--- config.mk ---
export PLATFORM = sky130hd
export DESIGN_NAME = button_debouncer_flat
export DESIGN_NICKNAME = d
export VERILOG_FILES = /design/src/rtl/button_debouncer_pkg.sv /design/src/rtl/button_debouncer_if.sv /design/src/rtl/button_debouncer_ch.sv /design/src/rtl/button_debouncer.sv /design/src/flat_wrapper.sv
export SDC_FILE = /design/constraint.sdc
export NUM_CORES = 1
export LEC_CHECK = 0
export CAP_MARGIN = 15
export CORE_MARGIN = 4
export CORE_UTILIZATION = 55
export CTS_CLUSTER_DIAMETER = 60
export DETAILED_ROUTE_END_ITERATION = 8
export GPL_ROUTABILITY_DRIVEN = 0
export PLACE_DENSITY = 0.73
export SLEW_MARGIN = 20
export SYNTH_ARGS = -nofsm -noshare
export SYNTH_HDL_FRONTEND = slang
export SYNTH_HIERARCHICAL = 1
export SYNTH_SLANG_ARGS = --single-unit
--- constraint.sdc ---
create_clock -name clk -period 4 [get_ports clk]
set_clock_uncertainty 0.1 [all_clocks]
set_input_delay 0.8 -clock clk [delete_from_list [all_inputs] [get_ports clk]]
set_output_delay 0.8 -clock clk [all_outputs]
set_load 0.02 [all_outputs]
--- src/rtl/button_debouncer_pkg.sv ---
// Shared types and default constants for the push-button debouncer.
package btn_pkg;

    // Per-channel debounce states: two settled levels and a pending state toward each.
    typedef enum logic [1:0] {
        S_LO,
        S_PEND_HI,
        S_HI,
        S_PEND_LO
    } btn_state_t;

    localparam int BTN_N_DEF            = 5;
    localparam int BTN_TICK_DIV_DEF     = 100000;
    localparam int BTN_STABLE_TICKS_DEF = 10;

    // Width of a counter that must be able to hold the value stable_ticks.
    function automatic int cnt_width(input int stable_ticks);
        return $clog2(stable_ticks + 1);
    endfunction

endpackage

--- src/rtl/button_debouncer_if.sv ---
// Button bundle: raw pins in, debounced level and edge strobes out.
interface button_debouncer_if
    import btn_pkg::*;
#(
    parameter int N_BTN = BTN_N_DEF
);

    logic [N_BTN-1:0] btn_raw;
    logic [N_BTN-1:0] btn_level;
    logic [N_BTN-1:0] btn_rise;
    logic [N_BTN-1:0] btn_fall;

    // The board side drives raw pins and consumes the conditioned outputs.
    modport master (
        output btn_raw,
        input  btn_level,
        input  btn_rise,
        input  btn_fall
    );

    // The debouncer consumes raw pins and produces the conditioned outputs.
    modport slave (
        input  btn_raw,
        output btn_level,
        output btn_rise,
        output btn_fall
    );

endinterface

--- src/rtl/button_debouncer_ch.sv ---
// One debounce channel: 2-flop synchroniser, qualification FSM and
// registered level / rise / fall outputs.
module btn_debounce_ch
    import btn_pkg::*;
#(
    parameter int STABLE_TICKS = BTN_STABLE_TICKS_DEF
) (
    input  logic clk,
    input  logic rst_n,
    input  logic tick,
    input  logic raw,
    output logic level,
    output logic rise,
    output logic fall
);

    localparam int CNT_W = cnt_width(STABLE_TICKS);
    localparam logic [CNT_W-1:0] CNT_LAST = CNT_W'(STABLE_TICKS - 1);

    logic sync_meta;
    logic sync;

    btn_state_t state;
    btn_state_t state_next;
    logic [CNT_W-1:0] cnt;
    logic [CNT_W-1:0] cnt_next;
    logic level_next;
    logic rise_next;
    logic fall_next;

    // Two plain flops bring the asynchronous pin into the clk domain.
    always_ff @(posedge clk or negedge rst_n) begin
        if (!rst_n) begin
            sync_meta <= 1'b0;
            sync      <= 1'b0;
        end else begin
            sync_meta <= raw;
            sync      <= sync_meta;
        end
    end

    // State, tick counter and all outputs are registered together.
    always_ff @(posedge clk or negedge rst_n) begin
        if (!rst_n) begin
            state <= S_LO;
            cnt   <= '0;
            level <= 1'b0;
            rise  <= 1'b0;
            fall  <= 1'b0;
        end else begin
            state <= state_next;
            cnt   <= cnt_next;
            level <= level_next;
            rise  <= rise_next;
            fall  <= fall_next;
        end
    end

    // A candidate level must survive STABLE_TICKS ticks; a mismatch aborts
    // before any simultaneous tick is counted.
    always_comb begin
        state_next = state;
        cnt_next   = cnt;
        level_next = level;
        rise_next  = 1'b0;
        fall_next  = 1'b0;
        case (state)
            S_LO: begin
                if (sync) begin
                    state_next = S_PEND_HI;
                    cnt_next   = '0;
                end
            end
            S_PEND_HI: begin
                if (!sync) begin
                    state_next = S_LO;
                    cnt_next   = '0;
                end else if (tick) begin
                    if (cnt == CNT_LAST) begin
                        state_next = S_HI;
                        cnt_next   = '0;
                        level_next = 1'b1;
                        rise_next  = 1'b1;
                    end else begin
                        cnt_next = cnt + 1'b1;
                    end
                end
            end
            S_HI: begin
                if (!sync) begin
                    state_next = S_PEND_LO;
                    cnt_next   = '0;
                end
            end
            S_PEND_LO: begin
                if (sync) begin
                    state_next = S_HI;
                    cnt_next   = '0;
                end else if (tick) begin
                    if (cnt == CNT_LAST) begin
                        state_next = S_LO;
                        cnt_next   = '0;
                        level_next = 1'b0;
                        fall_next  = 1'b1;
                    end else begin
                        cnt_next = cnt + 1'b1;
                    end
                end
            end
            default: begin
                state_next = S_LO;
                cnt_next   = '0;
            end
        endcase
    end

endmodule

--- src/rtl/button_debouncer.sv ---
// Multi-channel button conditioner: shared sample-tick generator feeding
// N_BTN independent debounce channels.
module button_debouncer
    import btn_pkg::*;
#(
    parameter int N_BTN        = BTN_N_DEF,
    parameter int TICK_DIV     = BTN_TICK_DIV_DEF,
    parameter int STABLE_TICKS = BTN_STABLE_TICKS_DEF
) (
    input  logic                clk,
    input  logic                rst_n,
    button_debouncer_if.slave   bus
);

    logic             tick;
    logic [N_BTN-1:0] level_w;
    logic [N_BTN-1:0] rise_w;
    logic [N_BTN-1:0] fall_w;

    generate
        if (TICK_DIV == 1) begin : g_tick_always
            assign tick = 1'b1;
        end else begin : g_tick_div
            localparam int DIV_W = $clog2(TICK_DIV);
            localparam logic [DIV_W-1:0] DIV_LAST = DIV_W'(TICK_DIV - 1);

            logic [DIV_W-1:0] div_cnt;

            assign tick = (div_cnt == DIV_LAST);

            // Free-running divider; wraps to 0 on the same cycle tick is high.
            always_ff @(posedge clk or negedge rst_n) begin
                if (!rst_n) begin
                    div_cnt <= '0;
                end else if (tick) begin
                    div_cnt <= '0;
                end else begin
                    div_cnt <= div_cnt + 1'b1;
                end
            end
        end
    endgenerate

    generate
        for (genvar i = 0; i < N_BTN; i++) begin : g_ch
            btn_debounce_ch #(
                .STABLE_TICKS (STABLE_TICKS)
            ) u_ch (
                .clk   (clk),
                .rst_n (rst_n),
                .tick  (tick),
                .raw   (bus.btn_raw[i]),
                .level (level_w[i]),
                .rise  (rise_w[i]),
                .fall  (fall_w[i])
            );
        end
    endgenerate

    assign bus.btn_level = level_w;
    assign bus.btn_rise  = rise_w;
    assign bus.btn_fall  = fall_w;

endmodule

--- src/flat_wrapper.sv ---
// flat-port wrapper written by rule: the top's interface ports become plain ports
module button_debouncer_flat import btn_pkg::*;
#(
    parameter int N_BTN        = BTN_N_DEF,
    parameter int TICK_DIV     = BTN_TICK_DIV_DEF,
    parameter int STABLE_TICKS = BTN_STABLE_TICKS_DEF
)
  (clk, rst_n, bus_btn_raw, bus_btn_level, bus_btn_rise, bus_btn_fall);
  button_debouncer_if #(.N_BTN(N_BTN)) bus_i ();
  input  logic clk;
  input  logic rst_n;
  input wire logic [$bits(bus_i.btn_raw)-1:0] bus_btn_raw;
  output wire logic [$bits(bus_i.btn_level)-1:0] bus_btn_level;
  output wire logic [$bits(bus_i.btn_rise)-1:0] bus_btn_rise;
  output wire logic [$bits(bus_i.btn_fall)-1:0] bus_btn_fall;
  assign bus_i.btn_raw = bus_btn_raw;
  assign bus_btn_level = bus_i.btn_level;
  assign bus_btn_rise = bus_i.btn_rise;
  assign bus_btn_fall = bus_i.btn_fall;
  button_debouncer #(.N_BTN(N_BTN), .TICK_DIV(TICK_DIV), .STABLE_TICKS(STABLE_TICKS)) u_core (.clk(clk), .rst_n(rst_n), .bus(bus_i));
endmodule
==> results of run 1 <==
==> cells in the mapped netlist, drive strengths merged, types with 9 or more instances <==
cell type  instances
ha                11
nor3b             10
or4               11
nor2              10
inv               10
nand4b            10
nand4             21
nand3             24
nand2             28
o211ai             9
buf               10
a21oi             13
dfrtp             72
xnor2             14
xor2              10
==> cell families after synthesis <==
kind of cell / share of synthesized area (%)
buffers and inverters: 2.72
muxes: 1.74
adders and majority gates: 3.99
DFF: 52.3
xor gates and xnor gates: 6.10
and+or+nand+nor: 25.0
AOI/OAI and AO/OA: 8.17
==> sequential cells by signal, indices dropped and copies added (netlist names), named ones only <==
| signal | flops |
|---|---|
| u_core/g_ch.u_ch/fall | 5 |
| u_core/g_tick_div.div_cnt | 17 |
| u_core/g_ch.u_ch/state | 5 |
| u_core/g_ch.u_ch/rise | 5 |
| u_core/g_ch.u_ch/cnt | 20 |
| u_core/g_ch.u_ch/sync | 5 |
| u_core/g_ch.u_ch/level | 5 |
| u_core/g_ch.u_ch/sync_meta | 5 |
==> critical path, stage by stage (launching register included) <==
cell                      delay, ns
sky130_fd_sc_hd__dfrtp_1       0.44
sky130_fd_sc_hd__or4_1         0.55
sky130_fd_sc_hd__or4_4         0.44
sky130_fd_sc_hd__nor4_4        0.33
sky130_fd_sc_hd__buf_4         0.43
sky130_fd_sc_hd__and4b_4       0.32
sky130_fd_sc_hd__nand2_2       0.08
sky130_fd_sc_hd__mux2_4        0.31
==> layout make-up <==
class,instances,area share [%]
inverter,10,0.959
multi-input combinational,222,39.6
sequential,72,46.0
clock inverter,6,2.14
clock buffer,10,3.26
tap,75,2.40
timing repair buffer,23,5.62
==> stage by stage <==
step	instances	util (%)	hold WS (ns)	instance area [um2]	setup slack (ns)
after floorplan	315	-	0.231	3450	0.603
after global placement	402	61.8	0.232	3700	0.988
after detailed placement	402	61.8	0.240	3700	0.933
after CTS	418	65.4	0.252	3920	0.871
after global routing	418	65.4	0.255	3920	0.683
final	418	65.4	0.247	3920	0.886
==> power groups by stage <==
stage / Sequential (W) / Combinational [W] / Clock, W
detailed placement: 0.000761 / 0.0000403 / 0
global route: 0.000748 / 0.0000454 / 0.000667
global placement: 0.000761 / 0.0000400 / 0
finish: 0.000747 / 0.0000391 / 0.000620
floorplan: 0.000751 / 0.0000280 / 0
CTS: 0.000747 / 0.0000405 / 0.000635
==> final timing paths <==
path	depth (start not counted)	to
setup / recovery	7	register
hold / removal	0	u_core/g_ch[1].u_ch/sync
setup reg to reg	7	register
hold reg to reg	0	u_core/g_ch[1].u_ch/sync
max in group asynchronous	2	u_core/g_tick_div.div_cnt[14]
min in group asynchronous	1	u_core/g_ch[0].u_ch/fall
==> routing by layer <==
| metal | share of wire [%] | vias up | GRT usage [%] |
|---|---|---|---|
| met3 | 3.6 | 11 | 3.69 |
| met5 | 0 | - | 0 |
| met2 | 45 | 47 | 26.2 |
| li1 | - | 1219 | - |
| met4 | 2.3 | 0 | 9.62 |
| met1 | 50 | 1194 | 26.5 |
==> reports/results.tsv, run 1 <==
metric	value	unit
DRC violation total after the first TritonRoute iteration	118	
WL/cell	14.8	um
die height	87.2	um
outcome	finished, final reports clean	
clock latency reported for the late side of the worst-skew pair	0.35	ns
DRT Pass-1 Iters	4	
area of the core	0.00599	mm2
total via count in the routed design	2471	
Final Max Slew Viols	0	
Yosys top cell area share	52.3	%
power share of the clock group	44.1	%
overall power consumption	0.00141	W
DRC violations left	0	
wire length of the first global-routing pass	10.9	mm
highest clock frequency the design can meet	321	MHz
count of flip-flops with a built-in enable after synthesis	0	
root buffer cell	sky130_fd_sc_hd__clkbuf_8	
internal cell power	0.00110	W
mean number of vias per cell	5.91	
Seq pwr share	53.1	%
worst reg2reg path startpoint	u_core/g_tick_div.div_cnt[11]	
biggest area consumer among synthesized cells	sky130_fd_sc_hd__dfrtp_1	
layout cells sized above 1	8.16	%
max_cap viols	0	
# diodes	0	
I/O pin total	22	
worst hold path type	reg -> reg	
Resized Gates After CTS	0	
Setup Viol. Count Final	0	
hold buffer count at cts	0	
number of global-route vias before repair	2358	
peak ir drop on the vdd network	0.274	mV
area taken by multi-input logic gates	0.00155	mm2
TritonCTS clock tree	yes	
Post-Route Setup TNS	0	ns
wirelength, routed	6.18	mm
remaining antenna violation count	0	
r2r setup slk	0.89	ns
clock buffer depth	2	
proportion of total power due to net switching	22.1	%
post-synth design cell area	0.00345	mm2
leading post-synthesis cells by cell area	sky130_fd_sc_hd__dfrtp_1 52%, sky130_fd_sc_hd__ha_1 4.0%, sky130_fd_sc_hd__nand4_1 3.8%	
clock-pin slew on the worst setup and hold paths	0.08	ns
layout overhead on the synthesized area	13.6	%
count of input and output buffers	21	
combinational cell fraction of total power	2.8	%
Fillers	462	
highest-count cells in the layout ignoring fill and taps	72 x sky130_fd_sc_hd__dfrtp_1, 27 x sky130_fd_sc_hd__nand2_1, 24 x sky130_fd_sc_hd__nand3_1	
number of antenna violations at the first check in global routing	0	
P_sw	0.000311	W
final critical path time including I/O delays and setup	3.11	ns
worst path required time	4.13	ns
Tightest Pin Transition	0.581	ns
type of element capturing the critical path	register	
leakage power of the design	1.67	nW
placement row count	28	
largest net degree at the start of global routing	47	
total number of yosys warnings	6	
data arrival time of the critical path	3.24	ns
async set-reset flop share out of synthesis	100	%
number of synthesized register bits	72	
Die Wd	87.2	um
Cell variety after synth	42	
start point of the critical path	u_core/g_tick_div.div_cnt[11]	
syn avg cell area	10.9	um2
post-DP HPWL	4.02	mm
unrepaired setup endpoints after global routing	no	
CP Max Fanout	42	
syn_nets	333	
most common flop cell mapped by yosys	sky130_fd_sc_hd__dfrtp_1	
CP Class	reg -> reg	
P per Cell Area	359	mW/mm2
initial core utilization	57.5	%
Tot GR Track Use	18.4	%
die footprint	0.00760	mm2
net count of the finished layout	356	
hold path startpoint	u_core/g_ch[1].u_ch/sync_meta	
Register Area	0.00180	mm2
clock buffer count from CTS	9	
final cycle utilization of the critical path	77.8	%
Post-Synthesis Cells	315	
number of setup buffers added after CTS	0	
Max-Slew Margin vs Limit	61.3	%
clock net sink count	72	
GR Overflow Total	0	
H-tree depth	3	
Hold Fails Final Rpt	0	
type of element launching the critical path	register	
Seq/Total Area, Yosys	52.3	%
most common cell after layout, fill and taps aside	sky130_fd_sc_hd__dfrtp_1	
Power figures use the tool's default switching activity.
==> run 2: changes to the inputs <==
==> constraint.sdc (replaced) <==
create_clock -name clk -period 2.9 [get_ports clk]
set_clock_uncertainty 0.1 [all_clocks]
set_input_delay 0.58 -clock clk [delete_from_list [all_inputs] [get_ports clk]]
set_output_delay 0.58 -clock clk [all_outputs]
set_load 0.02 [all_outputs]
==> run 2 against run 1 <==
Sequential power is 38% higher; clock power is 30% higher; fmax is 14% higher; utilization hardly changed; global-route usage is 1.0 points lower; setup slack worse by 0.72 ns; die area stayed put; non-clock buffer count is 1 lower; sequential cell count stayed put; routed wire length is 3.5% lower; design area hardly changed; largest power group unchanged.
==> reports/results.tsv, run 2 (synthesis results as in run 1) <==
metric	value	unit	change
final cycle utilization of the critical path	94.4	%	was 77.8%
wire length of the first global-routing pass	10.6	mm	was 10.9 mm
clock net sink count	72		unchanged
mean number of vias per cell	5.95		was 5.91
ordered list of cells on the worst path	or4_1 > or4_4 > nor4_4 > buf_12 > and4b_4 > nand2_2 > mux2_4		was or4_1 > or4_4 > nor4_4 > buf_4 > and4b_4 > nand2_2 > mux2_4
type of element capturing the critical path	register		unchanged
I/O pin total	22		unchanged
layer with the highest usage	met2		was met1
CP Max Fanout	50		was 42
count of input and output buffers	21		unchanged
DRC violation total after the first TritonRoute iteration	146		was 118
layout overhead on the synthesized area	13.7	%	was 13.6%
DRC violations left	0		unchanged
CP max-delay cell	sky130_fd_sc_hd__or4_1		unchanged
post-DP HPWL	3.94	mm	was 4.02 mm
area of the core	0.00599	mm2	unchanged
initial core utilization	57.5	%	unchanged
data arrival time of the critical path	2.86	ns	was 3.24 ns
most common cell after layout, fill and taps aside	sky130_fd_sc_hd__dfrtp_1		unchanged
Setup WS post-layout	0.164	ns	was 0.886 ns
die height	87.2	um	unchanged
clock-pin slew on the worst setup and hold paths	0.07	ns	was 0.08 ns
placement row count	28		unchanged
largest registers in the final layout	u_core/g_ch.u_ch/cnt: 20 flops, u_core/g_tick_div.div_cnt: 17 flops		unchanged
Tightest Pin Transition	0.865	ns	was 0.581 ns
slowest cell delay on critical path	0.53	ns	was 0.55 ns
type of element launching the critical path	register		unchanged
Tot GR Track Use	17.3	%	was 18.4%
peak ir drop on the vdd network	0.307	mV	was 0.274 mV
H-tree depth	3		unchanged
number of antenna violations at the first check in global routing	0		unchanged
Final Max Slew Viols	0		unchanged
worst setup slack before clock tree synthesis	0.161	ns	was 0.933 ns
outcome	finished, final reports clean		unchanged
WL/cell	14.3	um	was 14.8 um
global-route track usage on met1	23.8	%	was 26.5%
leakage power of the design	1.66	nW	was 1.67 nW
# diodes	0		unchanged
met2 usage	27.1	%	was 26.2%
P per Cell Area	483	mW/mm2	was 359 mW/mm2
TritonCTS clock tree	yes		unchanged
flip-flop count of the largest register after layout	20		unchanged
worst hold path type	reg -> reg		unchanged
total via count in the routed design	2475		was 2,471
overall power consumption	0.00189	W	was 0.00141 W
die footprint	0.00760	mm2	unchanged
net count of the finished layout	355		was 356
Max-Slew Margin vs Limit	42.4	%	was 61.3%
highest clock frequency the design can meet	365	MHz	was 321 MHz
clock buffer depth	2		unchanged
Largest Register	u_core/g_ch.u_ch/cnt		unchanged
max_cap viols	0		unchanged
unrepaired setup endpoints after global routing	no		unchanged
largest net degree at the start of global routing	73		was 47
DRT Pass-1 Iters	4		unchanged
root buffer cell	sky130_fd_sc_hd__clkbuf_8		unchanged
number of setup buffers added after CTS	0		unchanged
layout cells sized above 1	7.92	%	was 8.16%
CP Class	reg -> reg		unchanged
Die Wd	87.2	um	unchanged
Setup Viol. Count Final	0		unchanged
wirelength, routed	5.97	mm	was 6.18 mm
final critical path time including I/O delays and setup	2.74	ns	was 3.11 ns
GR Overflow Total	0		unchanged
clock latency reported for the late side of the worst-skew pair	0.33	ns	was 0.35 ns
number of global-route vias before repair	2381		was 2,358
Resized Gates After CTS	0		unchanged
remaining antenna violation count	0		unchanged
hold buffer count at cts	0		unchanged
Hold Fails Final Rpt	0		unchanged
highest-count cells in the layout ignoring fill and taps	72 x sky130_fd_sc_hd__dfrtp_1, 27 x sky130_fd_sc_hd__nand2_1, 24 x sky130_fd_sc_hd__nand3_1		unchanged
clock buffer count from CTS	9		unchanged
worst path required time	3.03	ns	was 4.13 ns
met3 global-route usage	4.07	%	was 3.69%
[run 2: cell count changes in the layout (fill, tap and decap cells not counted), sizes merged]
cell | previous run | this run
buf | 3 | 2
clkbuf | 10 | 12
bufinv | 2 | 1
clkinv | 4 | 2
[run 2: layout make-up]
type / count / area, um2
flip-flops and latches: 72 / 1800
multi-input cells: 222 / 1550
clock inverters: 3 / 40.0
fillers: 479 / 2070
clock buffers: 12 / 165
repair buffers: 22 / 228
inverters: 10 / 37.5
well taps: 75 / 93.8
[run 2: final timing paths]
path | from | endpoint | slack [ns] | depth (start not counted)
min reg2reg | u_core/g_ch[0].u_ch/sync_meta | u_core/g_ch[0].u_ch/sync | 0.25 | 0
min in group asynchronous | rst_n | u_core/g_tick_div.div_cnt[10] | 0.27 | 1
max reg2reg | u_core/g_tick_div.div_cnt[11] | register | 0.16 | 7
max in group asynchronous | rst_n | u_core/g_ch[3].u_ch/sync | 1.88 | 1
max | u_core/g_tick_div.div_cnt[11] | register | 0.16 | 7
min | u_core/g_ch[0].u_ch/sync_meta | u_core/g_ch[0].u_ch/sync | 0.25 | 0
[run 2: critical path: cells and delay by family, from the launching register on]
family | cells | cell delay [ns]
flops | 1 | 0.43
simple gates | 5 | 1.52
mux | 1 | 0.31
buf+inv | 1 | 0.25
[run 2: layer usage]
metal  share of wire, %  vias to the layer above
li1                   -                     1226
met1                 49                     1208
met2                 46                       33
met3                3.1                        8
met4                1.3                        0
met5                  0                        -
[run 2: report_power, final]
part | internal (W) | total [W] | switching, W | leakage (nW)
Combinational | 0.0000149 | 0.0000530 | 0.0000380 | 0.599
Clock | 0.000460 | 0.000809 | 0.000348 | 0.108
Sequential | 0.00101 | 0.00103 | 0.0000166 | 0.957
Total | 0.00149 | 0.00189 | 0.000403 | 1.66
[run 2: metrics by stage]
stage	TNS, ns	utilization [%]	hold slack (ns)	std cells	area, um2
global route	0	65.4	0.271	416	3920
finish	0	65.4	0.252	416	3920
CTS	0	65.4	0.254	416	3920
floorplan	-13.61	-	0.184	315	3450
global placement	0	61.9	0.232	401	3710
detailed placement	0	61.9	0.237	401	3710
